[src/rtl/vscale_lsu_constants.sv]
// vscale_lsu_constants: memory-type encodings shared with ctrl, response-entry
// layout, and the lane mask / store replicate / load extract helpers.
// Helpers work on a 64-bit lane set; callers truncate to XLEN.
package vscale_lsu_constants;

   localparam int unsigned MEM_TYPE_WIDTH  = 3;
   localparam int unsigned RD_WIDTH        = 5;
   localparam int unsigned RESP_META_WIDTH = RD_WIDTH + 3;

   // Bits [1:0] give the access size, bit 2 selects zero-extension.
   localparam logic [MEM_TYPE_WIDTH-1:0] MEM_TYPE_LB  = 3'd0;
   localparam logic [MEM_TYPE_WIDTH-1:0] MEM_TYPE_LH  = 3'd1;
   localparam logic [MEM_TYPE_WIDTH-1:0] MEM_TYPE_LW  = 3'd2;
   localparam logic [MEM_TYPE_WIDTH-1:0] MEM_TYPE_LD  = 3'd3;
   localparam logic [MEM_TYPE_WIDTH-1:0] MEM_TYPE_LBU = 3'd4;
   localparam logic [MEM_TYPE_WIDTH-1:0] MEM_TYPE_LHU = 3'd5;
   localparam logic [MEM_TYPE_WIDTH-1:0] MEM_TYPE_LWU = 3'd6;
   localparam logic [MEM_TYPE_WIDTH-1:0] MEM_TYPE_SB  = MEM_TYPE_LB;
   localparam logic [MEM_TYPE_WIDTH-1:0] MEM_TYPE_SH  = MEM_TYPE_LH;
   localparam logic [MEM_TYPE_WIDTH-1:0] MEM_TYPE_SW  = MEM_TYPE_LW;
   localparam logic [MEM_TYPE_WIDTH-1:0] MEM_TYPE_SD  = MEM_TYPE_LD;

   // Per-entry metadata stored alongside the response data.
   typedef struct packed {
      logic [RD_WIDTH-1:0] rd;
      logic                wen;
      logic                fault;
      logic                mis;
   } resp_meta_t;

   // Byte-lane enables for a size at a byte offset; upper lanes drop on truncation.
   function automatic logic [7:0] lsu_bmask(input logic [1:0] size, input logic [2:0] off);
      logic [7:0] base;
      case (size)
         2'd0:    base = 8'h01;
         2'd1:    base = 8'h03;
         2'd2:    base = 8'h0F;
         default: base = 8'hFF;
      endcase
      return base << off;
   endfunction

   // Replicate the LSB-aligned store datum across every lane of the bus.
   function automatic logic [63:0] lsu_replicate(input logic [1:0] size, input logic [63:0] d);
      logic [63:0] r;
      case (size)
         2'd0:    r = {8{d[7:0]}};
         2'd1:    r = {4{d[15:0]}};
         2'd2:    r = {2{d[31:0]}};
         default: r = d;
      endcase
      return r;
   endfunction

   // Shift the addressed bytes down and sign/zero-extend by access type.
   function automatic logic [63:0] lsu_extract(input logic [2:0] mem_type, input logic [2:0] off,
                                               input logic [63:0] d);
      logic [63:0] sh;
      logic        sx;
      logic [63:0] r;
      sh = d >> {off, 3'b000};
      sx = ~mem_type[2];
      case (mem_type[1:0])
         2'd0:    r = {{56{sx & sh[7]}},  sh[7:0]};
         2'd1:    r = {{48{sx & sh[15]}}, sh[15:0]};
         2'd2:    r = {{32{sx & sh[31]}}, sh[31:0]};
         default: r = sh;
      endcase
      return r;
   endfunction

endpackage

[src/rtl/vscale_lsu_resp_fifo.sv]
// vscale_lsu_resp_fifo: DEPTH x WIDTH synchronous FIFO with occupancy count
// and asynchronous active-high reset. Pushing when full or popping when empty
// is the caller's responsibility to avoid.
module vscale_lsu_resp_fifo #(
   parameter int unsigned DEPTH = 2,
   parameter int unsigned WIDTH = 8
) (
   input  logic                         clk,
   input  logic                         reset,
   input  logic                         push,
   input  logic                         pop,
   input  logic [WIDTH-1:0]             wdata,
   output logic [WIDTH-1:0]             rdata,
   output logic                         full,
   output logic                         empty,
   output logic [$clog2(DEPTH+1)-1:0]   count
);

   localparam int unsigned PTR_W = (DEPTH > 1) ? $clog2(DEPTH) : 1;
   localparam int unsigned CNT_W = $clog2(DEPTH + 1);

   logic [WIDTH-1:0] mem [DEPTH];
   logic [PTR_W-1:0] wr_ptr;
   logic [PTR_W-1:0] rd_ptr;

   function automatic logic [PTR_W-1:0] ptr_inc(input logic [PTR_W-1:0] p);
      return (p == PTR_W'(DEPTH - 1)) ? '0 : p + PTR_W'(1);
   endfunction

   // Storage, pointers and occupancy.
   always_ff @(posedge clk or posedge reset) begin
      if (reset) begin
         wr_ptr <= '0;
         rd_ptr <= '0;
         count  <= '0;
         for (int unsigned i = 0; i < DEPTH; i++) mem[i] <= '0;
      end else begin
         if (push) begin
            mem[wr_ptr] <= wdata;
            wr_ptr      <= ptr_inc(wr_ptr);
         end
         if (pop) rd_ptr <= ptr_inc(rd_ptr);
         case ({push, pop})
            2'b10:   count <= count + CNT_W'(1);
            2'b01:   count <= count - CNT_W'(1);
            default: count <= count;
         endcase
      end
   end

   assign rdata = mem[rd_ptr];
   assign full  = (count == CNT_W'(DEPTH));
   assign empty = (count == '0);

endmodule

[src/rtl/vscale_lsu_pipe.sv]
// vscale_lsu_pipe: load/store unit between execute and the two-phase data-memory
// port. Address phase is combinational from the request; a data-phase register
// tracks the access until dmem_wait drops, then the result enters a response FIFO.
// Optional feature: define VSCALE_LSU_MISALIGN_EN to trap misaligned H/W/D accesses.
module vscale_lsu_pipe
   import vscale_lsu_constants::*;
#(
   parameter int unsigned XLEN  = 32,
   parameter int unsigned DEPTH = 2
) (
   input  logic                      clk,
   input  logic                      reset,
   input  logic                      req_valid,
   output logic                      req_ready,
   input  logic                      req_wen,
   input  logic [MEM_TYPE_WIDTH-1:0] req_type,
   input  logic [XLEN-1:0]           req_addr,
   input  logic [XLEN-1:0]           req_wdata,
   input  logic [4:0]                req_rd,
   output logic                      dmem_en,
   output logic                      dmem_wen,
   output logic [MEM_TYPE_WIDTH-1:0] dmem_size,
   output logic [XLEN-1:0]           dmem_addr,
   output logic [XLEN/8-1:0]         dmem_bmask,
   output logic [XLEN-1:0]           dmem_wdata,
   input  logic                      dmem_wait,
   input  logic [XLEN-1:0]           dmem_rdata,
   input  logic                      dmem_badmem_e,
   output logic                      resp_valid,
   input  logic                      resp_ready,
   output logic [XLEN-1:0]           resp_data,
   output logic [4:0]                resp_rd,
   output logic                      resp_wen,
   output logic                      resp_fault,
   output logic                      resp_misaligned
);

   localparam int unsigned NBYTES  = XLEN / 8;
   localparam int unsigned CNT_W   = $clog2(DEPTH + 1);
   localparam int unsigned OCC_W   = CNT_W + 1;
   localparam int unsigned ENTRY_W = XLEN + RESP_META_WIDTH;
   localparam logic [2:0]  OFF_MASK = 3'(NBYTES - 1);

   logic                      dp_valid;
   logic                      dp_wen;
   logic [MEM_TYPE_WIDTH-1:0] dp_type;
   logic [2:0]                dp_off;
   logic [4:0]                dp_rd;
   logic [XLEN-1:0]           dp_wdata;
   logic                      dp_mis;

   logic                      mis_c;
   logic                      dp_stall_c;
   logic                      accept_c;
   logic [OCC_W-1:0]          occ_c;
   logic [2:0]                off_c;
   logic [XLEN-1:0]           load_c;
   logic                      push_c;
   logic                      pop_c;
   resp_meta_t                push_meta_c;
   logic [ENTRY_W-1:0]        push_entry_c;
   logic [ENTRY_W-1:0]        head_entry;
   resp_meta_t                head_meta;
   logic                      fifo_full;
   logic                      fifo_empty;
   logic [CNT_W-1:0]          fifo_count;

`ifdef VSCALE_LSU_MISALIGN_EN
   // Flag halfword/word/doubleword requests not aligned to their size.
   always_comb begin
      mis_c = 1'b0;
      case (req_type[1:0])
         2'd1:    mis_c = req_addr[0];
         2'd2:    mis_c = |req_addr[1:0];
         2'd3:    mis_c = |req_addr[2:0];
         default: mis_c = 1'b0;
      endcase
   end
`else
   assign mis_c = 1'b0;
`endif

   // Accept only when the bus is not stalling and the FIFO can hold every in-flight result.
   assign dp_stall_c = dp_valid && !dp_mis && dmem_wait;
   assign occ_c      = OCC_W'(fifo_count) + OCC_W'(dp_valid);
   assign req_ready  = !reset && !dp_stall_c && !fifo_full && (occ_c < OCC_W'(DEPTH));
   assign accept_c   = req_valid && req_ready;

   assign dmem_en    = accept_c && !mis_c;
   assign dmem_wen   = req_wen;
   assign dmem_size  = req_type;
   assign dmem_addr  = req_addr;

   // Data-phase register: holds while the bus stalls, otherwise loads the next accept.
   always_ff @(posedge clk or posedge reset) begin
      if (reset) begin
         dp_valid <= 1'b0;
         dp_wen   <= 1'b0;
         dp_type  <= '0;
         dp_off   <= '0;
         dp_rd    <= '0;
         dp_wdata <= '0;
         dp_mis   <= 1'b0;
      end else if (!dp_stall_c) begin
         dp_valid <= accept_c;
         if (accept_c) begin
            dp_wen   <= req_wen;
            dp_type  <= req_type;
            dp_off   <= req_addr[2:0];
            dp_rd    <= req_rd;
            dp_wdata <= req_wdata;
            dp_mis   <= mis_c;
         end
      end
   end

   // Data-phase lane mask, replicated store data and extended load data.
   assign off_c      = dp_off & OFF_MASK;
   assign dmem_bmask = (dp_valid && !dp_mis) ? NBYTES'(lsu_bmask(dp_type[1:0], off_c)) : '0;
   assign dmem_wdata = XLEN'(lsu_replicate(dp_type[1:0], 64'(dp_wdata)));
   assign load_c     = XLEN'(lsu_extract(dp_type, off_c, 64'(dmem_rdata)));

   // Completion: bus accesses finish when wait drops, trapped ones finish immediately.
   assign push_c             = dp_valid && (dp_mis || !dmem_wait);
   assign push_meta_c.rd     = dp_rd;
   assign push_meta_c.wen    = dp_wen;
   assign push_meta_c.fault  = !dp_mis && dmem_badmem_e;
   assign push_meta_c.mis    = dp_mis;
   assign push_entry_c       = {(dp_wen || dp_mis) ? '0 : load_c, push_meta_c};
   assign pop_c              = resp_valid && resp_ready;

   vscale_lsu_resp_fifo #(
      .DEPTH (DEPTH),
      .WIDTH (ENTRY_W)
   ) u_resp_fifo (
      .clk   (clk),
      .reset (reset),
      .push  (push_c),
      .pop   (pop_c),
      .wdata (push_entry_c),
      .rdata (head_entry),
      .full  (fifo_full),
      .empty (fifo_empty),
      .count (fifo_count)
   );

   assign head_meta       = resp_meta_t'(head_entry[RESP_META_WIDTH-1:0]);
   assign resp_valid      = !fifo_empty;
   assign resp_data       = head_entry[ENTRY_W-1:RESP_META_WIDTH];
   assign resp_rd         = head_meta.rd;
   assign resp_wen        = head_meta.wen;
   assign resp_fault      = head_meta.fault;
   assign resp_misaligned = head_meta.mis;

endmodule

[config.mk]
export PLATFORM = sky130hd
export DESIGN_NAME = vscale_lsu_pipe
export DESIGN_NICKNAME = d
export VERILOG_FILES = /design/src/rtl/vscale_lsu_constants.sv /design/src/rtl/vscale_lsu_resp_fifo.sv /design/src/rtl/vscale_lsu_pipe.sv
export SDC_FILE = /design/constraint.sdc
export NUM_CORES = 1
export LEC_CHECK = 0
export BUFFER_PORTS_ARGS = -buffer_cell sky130_fd_sc_hd__buf_2
export CELL_PAD_IN_SITES_DETAIL_PLACEMENT = 1
export CELL_PAD_IN_SITES_GLOBAL_PLACEMENT = 2
export CORE_UTILIZATION = 25
export DETAILED_ROUTE_END_ITERATION = 8
export MAX_ROUTING_LAYER = met4
export PLACE_DENSITY_LB_ADDON = 0.1
export SYNTH_ARGS = -nofsm -noshare
export SYNTH_HDL_FRONTEND = slang
export SYNTH_SLANG_ARGS = --single-unit
export TNS_END_PERCENT = 5
[constraint.sdc]
create_clock -name clk -period 8.9 [get_ports clk]
set_clock_uncertainty 0.2 [all_clocks]
set_input_delay 1.78 -clock clk [delete_from_list [all_inputs] [get_ports clk]]
set_output_delay 1.78 -clock clk [all_outputs]
set_load 0.05 [all_outputs]
==> results of run 1 <==
-- worst min-delay path, cell delays in order, from the launching register on --
cell     delay (ns)
dfrtp_1        0.34
nand2_1        0.04
o21ai_0        0.06
-- cells by family (layout without fill, tap and decap cells) --
kind of cell | Yosys count | count (layout) | share of synthesized area, %
flops | 126 | 126 | 48.69
simple gates | 69 | 69 | 5.101
compound gates | 104 | 104 | 12.36
mux | 145 | 145 | 24.92
buf+inv | 88 | 204 | 7.998
other cells | 1 | 4 | 0.05790
xor+xnor | 5 | 5 | 0.6763
fa+ha+maj | 1 | 1 | 0.1932
-- metrics by stage --
stage	hold WS [ns]	power, mW	util, %	instance area (µm²)	worst slack (ns)
after floorplan	0.2444	2.584	-	6476	2.783
after global placement	0.2589	2.952	28.67	7261	4.092
after detailed placement	0.2686	2.989	28.67	7261	4.055
after CTS	0.2816	3.632	30.74	7785	3.944
after global routing	0.3126	3.787	30.77	7792	3.841
final	0.2762	3.573	30.77	7792	4.083
-- power by group through the flow --
stage,registers [mW],logic [mW],clock network (mW)
6_report,1.09,1.86,0.626
5_1_grt,1.13,1.98,0.667
4_1_cts,1.09,1.89,0.645
3_5_place_dp,1.10,1.88,0
3_3_place_gp,1.09,1.86,0
2_1_floorplan,0.931,1.65,0
-- final cells by class --
class                           count  area, µm²
Tap cell                          330      412.9
Antenna cell                        3      7.507
Inverter                            4      17.52
Timing Repair Buffer              170      865.8
Sequential cell                   126       3154
Clock buffer                       19      452.9
Multi-Input combinational cell    325       2810
Fill cell                        2811      17530
Clock inverter                     11      71.32
-- metal layers --
layer / GRT usage (%) / share of wire [%] / vias up
met1: 20.50 / 45 / 2364
met3: 4.482 / 6.7 / 26
met4: 4.843 / 1.3 / 0
met2: 24.85 / 47 / 159
li1: - / - / 2133
met5: - / 0 / -
-- synthesized netlist by cell type (2+ instances only) --
library cell,count
o21ai_0,34
nand2b_1,3
nand2_1,33
nor4_2,2
a22o_1,14
mux2_2,120
buf_2,6
a21oi_1,10
mux2i_1,24
o21a_1,2
a211o_1,9
nor2b_1,3
a2bb2oi_1,2
xnor2_1,3
clkbuf_1,26
nor2_1,17
inv_1,3
dfrtp_1,126
nand3b_1,2
a221o_2,9
buf_4,46
a221o_1,21
buf_1,5
xor2_1,2
-- flip-flops by register name, summed over array words and instances, names as in the netlist --
register,flops
dp_valid,1
u_resp_fifo.rd_ptr,1
u_resp_fifo.wr_ptr,1
u_resp_fifo.count,2
u_resp_fifo.mem,78
dp_wdata,32
dp_off,2
dp_rd,5
dp_wen,1
dp_type,3
-- cells in the final DEF (no fill, tap or decap), drive strengths merged --
| cell type | synthesis | routed |
|---|---|---|
| buf | 58 | 170 |
| dfrtp | 126 | 126 |
| mux2 | 120 | 120 |
| o21ai | 34 | 34 |
| nand2 | 33 | 33 |
| a221o | 30 | 30 |
| mux2i | 24 | 24 |
| clkbuf | 26 | 19 |
| nor2 | 17 | 17 |
| a22o | 14 | 14 |
| a21oi | 11 | 11 |
| a211o | 9 | 9 |
| clkinv | 1 | 7 |
| clkinvlp | 0 | 5 |
| diode | 0 | 3 |
| xnor2 | 3 | 3 |
| nand2b | 3 | 3 |
| nor2b | 3 | 3 |
| inv | 3 | 3 |
| o21a | 2 | 2 |
| a2bb2oi | 2 | 2 |
| nand3b | 2 | 2 |
| nor4 | 2 | 2 |
| xor2 | 2 | 2 |
| or4 | 2 | 2 |
| nor3 | 1 | 1 |
| or3b | 1 | 1 |
| mux4 | 1 | 1 |
| a32oi | 1 | 1 |
| nand4 | 1 | 1 |
| or3 | 1 | 1 |
| or2 | 1 | 1 |
| and2 | 1 | 1 |
| o311a | 1 | 1 |
| nor3b | 1 | 1 |
| ha | 1 | 1 |
| conb | 1 | 1 |
-- path summary, 6_finish.rpt --
kind                                                  from                               to  slack [ns]  cells after the start
setup / recovery                    dp_type[1]$_DFFE_PP0P_                   dmem_wdata[11]        4.08                      3
hold / removal             u_resp_fifo.mem[13]$_DFFE_PP0P_  u_resp_fifo.mem[13]$_DFFE_PP0P_        0.28                      2
setup reg to reg                    dp_type[1]$_DFFE_PP0P_  u_resp_fifo.mem[38]$_DFFE_PP0P_        5.53                      4
hold reg to reg            u_resp_fifo.mem[13]$_DFFE_PP0P_  u_resp_fifo.mem[13]$_DFFE_PP0P_        0.28                      2
max in group asynchronous                            reset   u_resp_fifo.rd_ptr$_DFFE_PP0P_        5.68                      3
min in group asynchronous                            reset         dp_wdata[15]$_DFFE_PP0P_        1.31                      2
==> impl_metrics.yaml, run 1 <==
synth:
  ys_seq_area_share_pct: 48.69
  ys.flop_type: "dfrtp_1"
  synth_area_um2: 6476
  synth_nets: 651
  synthTopCellsByArea: "dfrtp_1 (49%), mux2_2 (21%), buf_4 (5.3%), mux2i_1 (3.7%), a221o_1 (3.2%)"
  yosysWarningCount: 0
  async_flop_share_pct: 100.0
  ys_ff_latch: 126
  synth_top_cell_area_share_pct: 48.69
  synth_cell_types: 41
  synthCells: 539
  synth_top_area_cell: "dfrtp_1"
  synth-edff-count: 0
  syn_avg_cell_area_um2: 12.02
critical_path:
  start_kind: "register"
  path_max_fanout: 32
  path_delay_family: "simple AND/OR/NAND/NOR gates"
  critical_path_class: "reg -> out"
  cp_num_buf_inv: 1
  crit_path_end_kind: "output port"
  max_stage_delay_ns: 0.99
  crit_chain: "nor2_2, mux2_2, buf_2"
  cp.arrival_ns: 2.84
  crit_required_ns: 6.92
  cpMaxStageDelayCell: "nor2_2"
routing:
  route.detailed.drc: 0
  ant_nets: 0
  viasPerCell: 4.739
  num_vias: 4682
  wl_per_cell_um: 20.23
  routed_wl_mm: 19.99
  drt_iter0_markers: 194
  firstDrtPassIters: 4
placed_design:
  dp_hpwl_mm: 13.68
  dp_cells: 955
  port_buffers: 164
  gp_congestion: 0.7842
timing:
  layout_min_cycle_time_ns: 4.817
  rsz0062_at_grt: "no"
  worst_slew_pin_slew_ns: 1.116
  clock.fmax_mhz: 207.6
  slew_headroom_pct: 25.58
  setup_viol: 0
  tns_ns: 0
  hold_viol: 0
  final-max-slew-violation-count: 0
  fin_crit_sh_pct: 54.13
die:
  initial_core_util_pct: 25.57
  core-area_um2: 25330
  dieArea_um2: 26550
  die_w_um: 163.0
  rows: 58
  ios: 226
  die_y_um: 163.0
clock_tree:
  clkSinkCount: 126
  htreeDepth: 4
  cts_setup_buffers: 0
  cts_buffers: 17
  cts_root_buffer: "clkbuf_16"
  ctsHoldBuffers: 0
  cts_resized: 0
  clk_path_buf_depth: 2
  worst_skew_pair.late_latency_ns: 0.42
  path_clk_slew_ns: 0.06
  cts_tree: "done"
final_layout:
  syn_to_final_growth_pct: 20.32
  final_cells: 988
  fin_nets: 756
  drive_gt1_share_pct: 51.91
pwr:
  cellPowerDensity_nw_per_um2: 458.6
  intPower_mw: 1.818
  swShare_pct: 49.13
  ir_drop_mv: 0.2268
  power_frac_comb_pct: 52.1
  p_switching_mw: 1.755
  clockPowerShare_pct: 17.5
  pwr-share-seq_pct: 30.4
  cellLeakagePower_nw: 3.707
run_status:
  outcome: "finished, final reports clean"
grt:
  antenna_found_initial: 3
  overflow: 0
  grt_max_degree: 65
  grt_pass1_vias: 5251
  grt_pass1_wl_mm: 31.08
  grt_usage_pct: 16.14
hold_path:
  min_path_type: "reg -> reg"
run:
  maxCapViolCount: 0
Power figures use the tool's default switching activity.
==> run 2: changes to the inputs <==
clock period = 4.9 ns   (was 8.9 ns; I/O delays follow)
==> run 2 against run 1 <==
Compared with the run above:
- register-to-register slack got worse by 3.4 ns
- die area stayed put
- via count decreased by 1.0%
- setup slack got worse by 2.8 ns
- cell area grew 1.8%
- utilization grew 0.56 points
- combinational power is 89% higher
- sequential share of layout area is 0.72 points lower
- total power grew 88%
- critical path type unchanged
- largest power group unchanged
- highest routed layer unchanged
==> impl_metrics.yaml, run 2 (synthesis results as in run 1) <==
run_status:
  outcome: "finished, final reports clean"
run:
  maxCapViolCount: 0
die:
  initial_core_util_pct: 25.57
  rows: 58
  ios: 226
  die_y_um: 163.0
  core-area_um2: 25330
  die_w_um: 163.0
  dieArea_um2: 26550
final_layout:
  regMostFlops: "u_resp_fifo.mem"
  fill_cells: 2776
  top_regs: "u_resp_fifo.mem (78), dp_wdata (32), dp_rd (5)"
  multi_input_area_um2: 2810
  fin_nets: 761
  syn_to_final_growth_pct: 22.51
  final_cells: 995
  layout_commonest_cell: "buf_2"
  register_area_um2: 3154
  largest_reg_flops: 78
  most-common-layout-cells: "buf_2 (164), dfrtp_1 (125), mux2_2 (120)"
  drive_gt1_share_pct: 52.42
placed_design:
  gp_congestion: 0.7657
  port_buffers: 164
  dp_hpwl_mm: 14.31
  dp_cells: 960
routing:
  num_vias: 4634
  drt_iter0_markers: 201
  wl_per_cell_um: 20.23
  route.detailed.drc: 0
  routed_wl_mm: 20.13
  viasPerCell: 4.657
  firstDrtPassIters: 6
  ant_nets: 0
timing:
  fin_crit_sh_pct: 74.81
  clock.fmax_mhz: 272.8
  hold_ws_ns: 0.2730
  worst_slew_pin_slew_ns: 1.075
  setup_viol: 0
  slew_headroom_pct: 28.23
  hold_viol: 0
  layout_min_cycle_time_ns: 3.666
  final-max-slew-violation-count: 0
  tns_ns: 0
  rsz0062_at_grt: "no"
pwr:
  cellPowerDensity_nw_per_um2: 846.4
  swShare_pct: 48.08
  cellLeakagePower_nw: 3.783
  power_frac_comb_pct: 52.2
  intPower_mw: 3.487
  pwr-share-seq_pct: 28.0
  ir_drop_mv: 0.4467
  clockPowerShare_pct: 19.7
  p_switching_mw: 3.228
critical_path:
  max_stage_delay_ns: 0.85
  start_kind: "register"
  reg2reg_depth: 5
  cp_num_buf_inv: 2
  path_delay_family: "simple AND/OR/NAND/NOR gates"
  cp.arrival_ns: 2.49
  crit_chain: "buf_4, nor2_2, mux2_2, buf_2"
  crit_path_end_kind: "output port"
  cpMaxStageDelayCell: "nor2_2"
  crit_required_ns: 3.72
  cp_num_cells: 4
  critical_path_class: "reg -> out"
  path_max_fanout: 18
grt:
  grt_max_degree: 53
  grt_pass1_vias: 5220
  antenna_found_initial: 3
  grt_usage_pct: 16.10
  overflow: 0
  grt_pass1_wl_mm: 31.06
clock_tree:
  cts_setup_buffers: 0
  cts_root_buffer: "clkbuf_16"
  cts_tree: "done"
  ctsHoldBuffers: 0
  htreeDepth: 4
  worst_skew_pair.late_latency_ns: 0.42
  cts_resized: 0
  cts_buffers: 17
  path_clk_slew_ns: 0.06
  clkSinkCount: 126
  clk_path_buf_depth: 2
hold_path:
  whs_path_depth: 2
  min_path_type: "reg -> reg"
[run 2: changes by cell type in the layout (fill, tap and decap cells not counted), sizes merged]
cell	before	now
inv	3	5
buf	170	175
clkinvlp	5	3
bufinv	0	3
clkinv	7	6
[run 2: layout make-up]
cell class / instances / share of cell area [%]
clock inverters: 13 / 2.050
multi-input cells: 325 / 35.42
well taps: 330 / 5.204
inverters: 4 / 0.2208
flip-flops and latches: 126 / 39.76
repair buffers: 175 / 11.54
clock buffers: 19 / 5.709
diodes: 3 / 0.09462
[run 2: per-stage QoR]
stage	instance area [µm²]	setup slack [ns]	power [mW]	utilization [%]
finish	7934	1.234	6.715	31.33
global route	7934	1.065	7.111	31.33
CTS	7926	1.160	6.821	31.30
detailed placement	7311	1.574	5.454	28.87
global placement	7311	1.618	5.404	28.87
floorplan	6476	0.3641	4.693	-
[run 2: final timing paths]
kind / startpoint / end / slack [ns]
min reg2reg: u_resp_fifo.mem[10]$_DFFE_PP0P_ / u_resp_fifo.mem[10]$_DFFE_PP0P_ / 0.27
min: u_resp_fifo.mem[10]$_DFFE_PP0P_ / u_resp_fifo.mem[10]$_DFFE_PP0P_ / 0.27
min in group asynchronous: reset / dp_rd[1]$_DFFE_PP0P_ / 0.49
max in group asynchronous: reset / u_resp_fifo.mem[12]$_DFFE_PP0P_ / 3.17
max: dp_type[0]$_DFFE_PP0P_ / dmem_wdata[10] / 1.23
max reg2reg: dp_type[1]$_DFFE_PP0P_ / u_resp_fifo.mem[77]$_DFFE_PP0P_ / 2.10
[run 2: routing by layer]
metal  wire [µm]  GRT usage, %  vias to the layer above
li1            -             -                     2143
met1        8991         19.97                     2319
met2        9414         24.74                      144
met3        1465         5.424                       28
met4         257         4.630                        0
met5           0             -                        -
[run 2: tightest hold or removal path, stage by stage (launching register included)]
cell     delay (ns)
dfrtp_1        0.34
nand2_1        0.04
o21ai_0        0.06
[run 2: power by group through the flow]
| stage | sequential [mW] | combinational (mW) | clock, mW |
|---|---|---|---|
| after global placement | 1.89 | 3.52 | 0 |
| final | 1.88 | 3.51 | 1.33 |
| after floorplan | 1.69 | 3.00 | 0 |
| after detailed placement | 1.90 | 3.55 | 0 |
| after CTS | 1.89 | 3.56 | 1.37 |
| after global routing | 1.96 | 3.73 | 1.42 |
